`config.mk`:
```
export PLATFORM = sky130hd
export DESIGN_NAME = tl_next_state_w_left
export DESIGN_NICKNAME = d
export VERILOG_FILES = /design/src/rtl/tl_next_state_w_left.sv
export SDC_FILE = /design/constraint.sdc
export NUM_CORES = 1
export LEC_CHECK = 0
export ABC_CLOCK_PERIOD_IN_PS = 5180
export CAP_MARGIN = 20
export CELL_PAD_IN_SITES_DETAIL_PLACEMENT = 0
export CELL_PAD_IN_SITES_GLOBAL_PLACEMENT = 2
export CORE_UTILIZATION = 25
export CTS_BUF_LIST = sky130_fd_sc_hd__clkbuf_4
export DETAILED_ROUTE_END_ITERATION = 8
export MAX_ROUTING_LAYER = met4
export PLACE_DENSITY_LB_ADDON = 0.1
export SYNTH_ARGS = -nofsm -noshare
export SYNTH_HDL_FRONTEND = slang
export SYNTH_SLANG_ARGS = --single-unit
```
`constraint.sdc`:
```
create_clock -name clk -period 5.18 [get_ports clk]
set_input_delay 1.036 -clock clk [delete_from_list [all_inputs] [get_ports clk]]
set_output_delay 1.036 -clock clk [all_outputs]
set_load 0.1 [all_outputs]
```
`src/rtl/tl_next_state_w_left.sv`:
```
// Next-state logic for the left-turn traffic light controller. Owns the per-phase dwell timer
// and the sticky left-turn request latches; the state register itself lives downstream.
module tl_next_state_w_left #(
    parameter int unsigned G_MIN = 4,
    parameter int unsigned G_MAX = 16,
    parameter int unsigned Y_T   = 2,
    parameter int unsigned L_T   = 4,
    parameter int unsigned CW    = 5
) (
    input  logic       clk,
    input  logic       reset,
    input  logic [2:0] q,
    input  logic       ta,
    input  logic       tb,
    input  logic       la,
    input  logic       lb,
    output logic [2:0] d,
    output logic       adv,
    output logic       req_al,
    output logic       req_bl
);

    typedef enum logic [2:0] {
        StAGrn     = 3'b000,
        StAYel     = 3'b001,
        StALeft    = 3'b010,
        StALeftYel = 3'b011,
        StBGrn     = 3'b100,
        StBYel     = 3'b101,
        StBLeft    = 3'b110,
        StBLeftYel = 3'b111
    } state_e;

    localparam logic [CW-1:0] CntMax = '1;
    localparam logic [CW-1:0] GMinT  = CW'(G_MIN - 1);
    localparam logic [CW-1:0] GMaxT  = CW'(G_MAX - 1);
    localparam logic [CW-1:0] YelT   = CW'(Y_T - 1);
    localparam logic [CW-1:0] LeftT  = CW'(L_T - 1);

    logic [2:0]    last_q_q;
    logic [CW-1:0] cnt_q, cnt_d;
    logic [CW-1:0] dwell;
    logic          req_al_q, req_al_d;
    logic          req_bl_q, req_bl_d;
    logic          a_done, b_done, yel_done, left_done;

    always_comb begin
        // Any change of q, whether caused here or forced from outside, restarts the dwell.
        dwell     = (q != last_q_q) ? '0 : cnt_q;
        cnt_d     = (dwell == CntMax) ? CntMax : dwell + 1'b1;
        a_done    = (dwell >= GMaxT) || (!ta && (dwell >= GMinT));
        b_done    = (dwell >= GMaxT) || (!tb && (dwell >= GMinT));
        yel_done  = (dwell >= YelT);
        left_done = (dwell >= LeftT);

        d = q;
        case (q)
            StAGrn:     if (a_done)    d = StAYel;
            StAYel:     if (yel_done)  d = (req_al_q | la) ? StALeft : StBGrn;
            StALeft:    if (left_done) d = StALeftYel;
            StALeftYel: if (yel_done)  d = StBGrn;
            StBGrn:     if (b_done)    d = StBYel;
            StBYel:     if (yel_done)  d = (req_bl_q | lb) ? StBLeft : StAGrn;
            StBLeft:    if (left_done) d = StBLeftYel;
            StBLeftYel: if (yel_done)  d = StAGrn;
            default:    d = q;
        endcase
        adv = (d != q);

        // Clearing while the left phase is being served takes priority over a new request.
        req_al_d = (q == StALeft) ? 1'b0 : (req_al_q | la);
        req_bl_d = (q == StBLeft) ? 1'b0 : (req_bl_q | lb);
    end

    always_ff @(posedge clk or posedge reset) begin
        if (reset) begin
            last_q_q <= 3'b000;
            cnt_q    <= '0;
            req_al_q <= 1'b0;
            req_bl_q <= 1'b0;
        end else begin
            last_q_q <= q;
            cnt_q    <= cnt_d;
            req_al_q <= req_al_d;
            req_bl_q <= req_bl_d;
        end
    end

    assign req_al = req_al_q;
    assign req_bl = req_bl_q;

endmodule
```
**Word-level counts from Yosys, hierarchy flattened**

Cells that the tools add are included.

- Add/subtract/negate cells: 1
- Magnitude comparators: 3
- Eq/ne operators: 10
- Muxes and demuxes: 15
- Bitwise logic cells: 2
- Reduce and logical (&&, ||, !) cells: 7

Operators by type and width:

| cell | count |
|---|---|
| two-way mux 3 bit | 10 |
| case mux 3 bit (8 select lines) | 1 |
| == test 3 bit (second input constant) | 4 |
| two-way mux 5 bit | 2 |
| == test 3 x 2 -> 1 bit (second input constant) | 2 |
| inequality test 3 bit | 2 |
| adder 5 x 1 -> 5 bit (second input constant) | 1 |
| == test 5 bit (second input constant) | 1 |
| >= comparator 5 x 1 -> 1 bit (second input constant) | 1 |
| >= comparator 5 x 2 -> 1 bit (second input constant) | 1 |
| >= comparator 5 x 4 -> 1 bit (second input constant) | 1 |
| == test 3 x 1 -> 1 bit (second input constant) | 1 |
| logical NOT 3 bit | 1 |
| logical AND 1 bit | 2 |
| logical NOT 1 bit | 2 |
| logical OR 1 bit | 2 |
| two-way mux 1 bit | 2 |
| bitwise OR 1 bit | 2 |

- Register bits after elaboration: 10
- Output and inout port bits: 6
- Word-level logic and storage cells: 42

**Longest topological paths before layout**

- Depth after elaboration: 8
- Gate-level depth with buffers: 11
- Gate-level depth less buffers: 9

**Worst setup path after synthesis**

Ideal clock, no wire load.

- Path type: input-to-output
- Start point: in q[0]
- End point: out adv
- Arrival: 3904 ps
- Required time: 4144 ps
- Slack: 240 ps
- Stages on the path: 10
- Buffers on the path: 2
- Cell sequence: buf_2 xnor2_1 and3_1 buf_2 and2_1 ha_1 a31oi_1 nor2_1 a221oi_1 a32oi_1

- Word-level cells in the longest chain between the ends: 8

RTL lines:

| element | line | text |
|---|---|---|
| start, declared | 12 | `input logic [2:0] q,` |
| inequality test 3 bit | 49 | `dwell = (q != last_q_q) ? '0 : cnt_q;` |
| two-way mux 5 bit | 49 |  |
| >= comparator 5 x 2 -> 1 bit | 51, 52, 54 |  |
| logical AND 1 bit, on equally long branches | 52, 51 |  |
| logical OR 1 bit, on equally long branches | 52, 51 |  |
| two-way mux 3 bit, on equally long branches | 62, 58 |  |
| case mux 3 bit (8 select lines) | 57 | `case (q)` |
| inequality test 3 bit * | 68 | `adv = (d != q);` |
| end, declared | 18 | `output logic adv,` |

Mark *: on every way between the ends. The rest lies on a longest branch, timed or not.

**Final worst setup path**

- Start point: in q[2]
- End point: out adv

Same word-level chain as after synthesis.

==> flow_summary.json <==
{
  "status": "finished, final reports clean",
  "cpMaxStageDelayCell": "clkdlybuf4s50_1",
  "n_antenna_cell": 0,
  "synth_top_family_by_area": "compound AO/OA/AOI/OAI gates",
  "ys_seq_elements": 10,
  "timing.rr.end": "cnt_q[3]",
  "placed_area_um2": 823,
  "final_cell_area_um2": 846,
  "gp_congestion": 0.784,
  "ios": 15,
  "first_global_vias": 499,
  "drive_gt1_frac": 0.140,
  "drc": 0,
  "cap_violations": 0,
  "area_growth_pct": 39.1,
  "dr.pass1.iters": 3,
  "drtIter0Drc": 6,
  "async_flop_share": 1.00,
  "synth_area_leaders": "dfrtp_1, inv_1, xnor2_1",
  "synth_area_leader_cell": "dfrtp_1",
  "yosysWarnings": 0,
  "drv_slew": 0,
  "rows": 17,
  "rr_worst_depth": 6,
  "synthesis.area_um2": 608,
  "coreArea_mm2": 0.00225,
  "die_area_mm2": 0.00263,
  "worstPathCellList": "clkdlybuf4s50_1 > xnor2_1 > and3_1 > and2_1 > ha_1 > a31oi_1 > nor2_1 > a221oi_1 > a32oi_1 > buf_12",
  "clockBufferDepth": 2,
  "final_cell_mix": "dfrtp_1, clkdlybuf4s50_1, inv_1",
  "wl_per_cell_um": 12.8,
  "vdd_drop_max_uv": 94.7,
  "synth_cell_types": 28,
  "clock_skew_ps": 4.29,
  "timing.setup.tns_ps": 0,
  "hold_viol_final": 0,
  "synth_xor_area_frac": 0.0432,
  "synth_top_cell_area_share": 0.412,
  "hold_class": "register to register",
  "grt_overflow_total": 0,
  "nNetsFinal": 99,
  "path_max_fanout": 9,
  "setup_viol": 0,
  "r2r_setup_slack_ps": 3310,
  "rsz0062_at_grt": "no",
  "min_to": "req_al",
  "routed_wl_um": 1460,
  "antenna_found_initial": 0,
  "max_freq_mhz": 224,
  "dr_total_vias": 587,
  "syn_inst": 68,
  "cp-end-kind": "primary output",
  "avgSynthCellArea_um2": 8.94,
  "crit_start": "q[2]",
  "clkSinkCount": 10,
  "min_path_cells": 2,
  "insertion_delay_ps": 260,
  "ctsResizeCount": 0,
  "critical_path.top_delay_family": "simple AND/OR/NAND/NOR gates",
  "yosysSeqAreaShare": 0.412,
  "nFillCells": 252,
  "p_per_area_mw_per_mm2": 257,
  "synth_edf_count": 0,
  "ant_nets": 0,
  "cp.arrival_ps": 3430,
  "critPathMaxStageDelay_ps": 430,
  "worstHoldStart": "req_al",
  "whs_ps": 585,
  "grt_pass1_wl_um": 2420,
  "synthMuxAreaShare": 0.0350,
  "synth_flop_cell": "dfrtp_1",
  "cts_tree": "yes",
  "hold_buffers": 0,
  "postCtsSetupBuffers": 0,
  "tightest_slew_ps": 961,
  "path_clk_slew_ps": 70,
  "required_ps": 4140,
  "finalCritPeriodShare": 0.861,
  "syn-num-nets": 79,
  "place.detailed.hpwl_um": 1130,
  "fp.dieH_um": 51.3,
  "die_w_um": 51.3,
  "period_needed_ps": 4460,
  "synth_compound_area_frac": 0.282,
  "relSlewSlack": 0.357,
  "criticalPathCategory": "input port to primary output",
  "track_usage": 0.132,
  "synthAdderAreaFrac": 0.0412,
  "vias_per_cell": 5.15,
  "grt_max_degree": 11,
  "crit_path_start_kind": "input port",
  "critPathBufInv": 2,
  "synth_simple_gate_area_frac": 0.128,
  "portBuffers": 14,
  "h-tree-depth": 1,
  "leakagePower_nw": 0.350,
  "numCtsBuffers": 3,
  "clock-root-buffer": "clkbuf_4",
  "start_util": 0.270,
  "reg2reg_from": "last_q_q[2]"
}
-- cell type report --
class	count	area (um2)	area share
multi-input combinational	49	322	0.380
clock buffer	3	22.5	0.0266
inverter	7	26.3	0.0311
tap	28	35.0	0.0414
sequential	10	250	0.296
timing repair buffer	17	190	0.225
-- registers in the layout (all words and copies together) (netlist names) --
signal,cells
last_q_q,3
req_bl,1
req_al,1
cnt_q,5
-- how the worst max path moves through the flow --
stage,slack [ps],depth (start not counted),to
2_1_floorplan,240,10,adv
3_3_place_gp,690,10,adv
3_5_place_dp,700,10,adv
4_1_cts,710,10,adv
5_1_grt,550,10,adv
6_report,720,10,adv
-- metal layers --
metal  global-route usage  part of all wire  vias to the layer above
li1                     -                 -                      294
met1                0.174              0.52                      280
met2                0.184              0.43                       11
met3               0.0357             0.040                        2
met4               0.0676            0.0069                        0
met5                    -                 0                        -
-- synth_stat cells (2+ instances only) --
library cell / n
ha_1: 2
dfrtp_1: 10
nand2_1: 5
a21oi_1: 5
xnor2_1: 3
o21ai_1: 2
o21ai_0: 3
nor2_1: 5
a31oi_1: 4
nand3_1: 2
inv_1: 7
a211oi_1: 3
buf_2: 2
-- stage by stage --
stage | utilization | instances | setup slack, ps | power [mW]
after floorplan | - | 68 | 240 | 0.139
after global placement | 0.365 | 111 | 688 | 0.167
after detailed placement | 0.365 | 111 | 704 | 0.167
after CTS | 0.375 | 114 | 705 | 0.221
after global routing | 0.375 | 114 | 545 | 0.231
final | 0.375 | 114 | 718 | 0.217
-- where the power goes --
group,switching [mW],internal [mW]
sequential,0.00315,0.0819
combinational,0.0512,0.0283
clock,0.0259,0.0268
-- cells by family after synthesis --
group | Yosys count
AND/OR/NAND/NOR | 16
multiplexers | 2
adder cells (fa/ha/maj) | 2
AO/OA/AOI/OAI | 26
buffers and inverters | 9
XOR/XNOR | 3
flip-flops | 10
-- worst reg2reg max path, delay by kind of cell, from the launching register on --
kind	cells	cell delay, ps
fa+ha+maj	1	280
compound gates	2	340
flops	1	380
simple gates	2	600
xor+xnor	1	170
No activity file was read; power rests on OpenSTA's default activity.
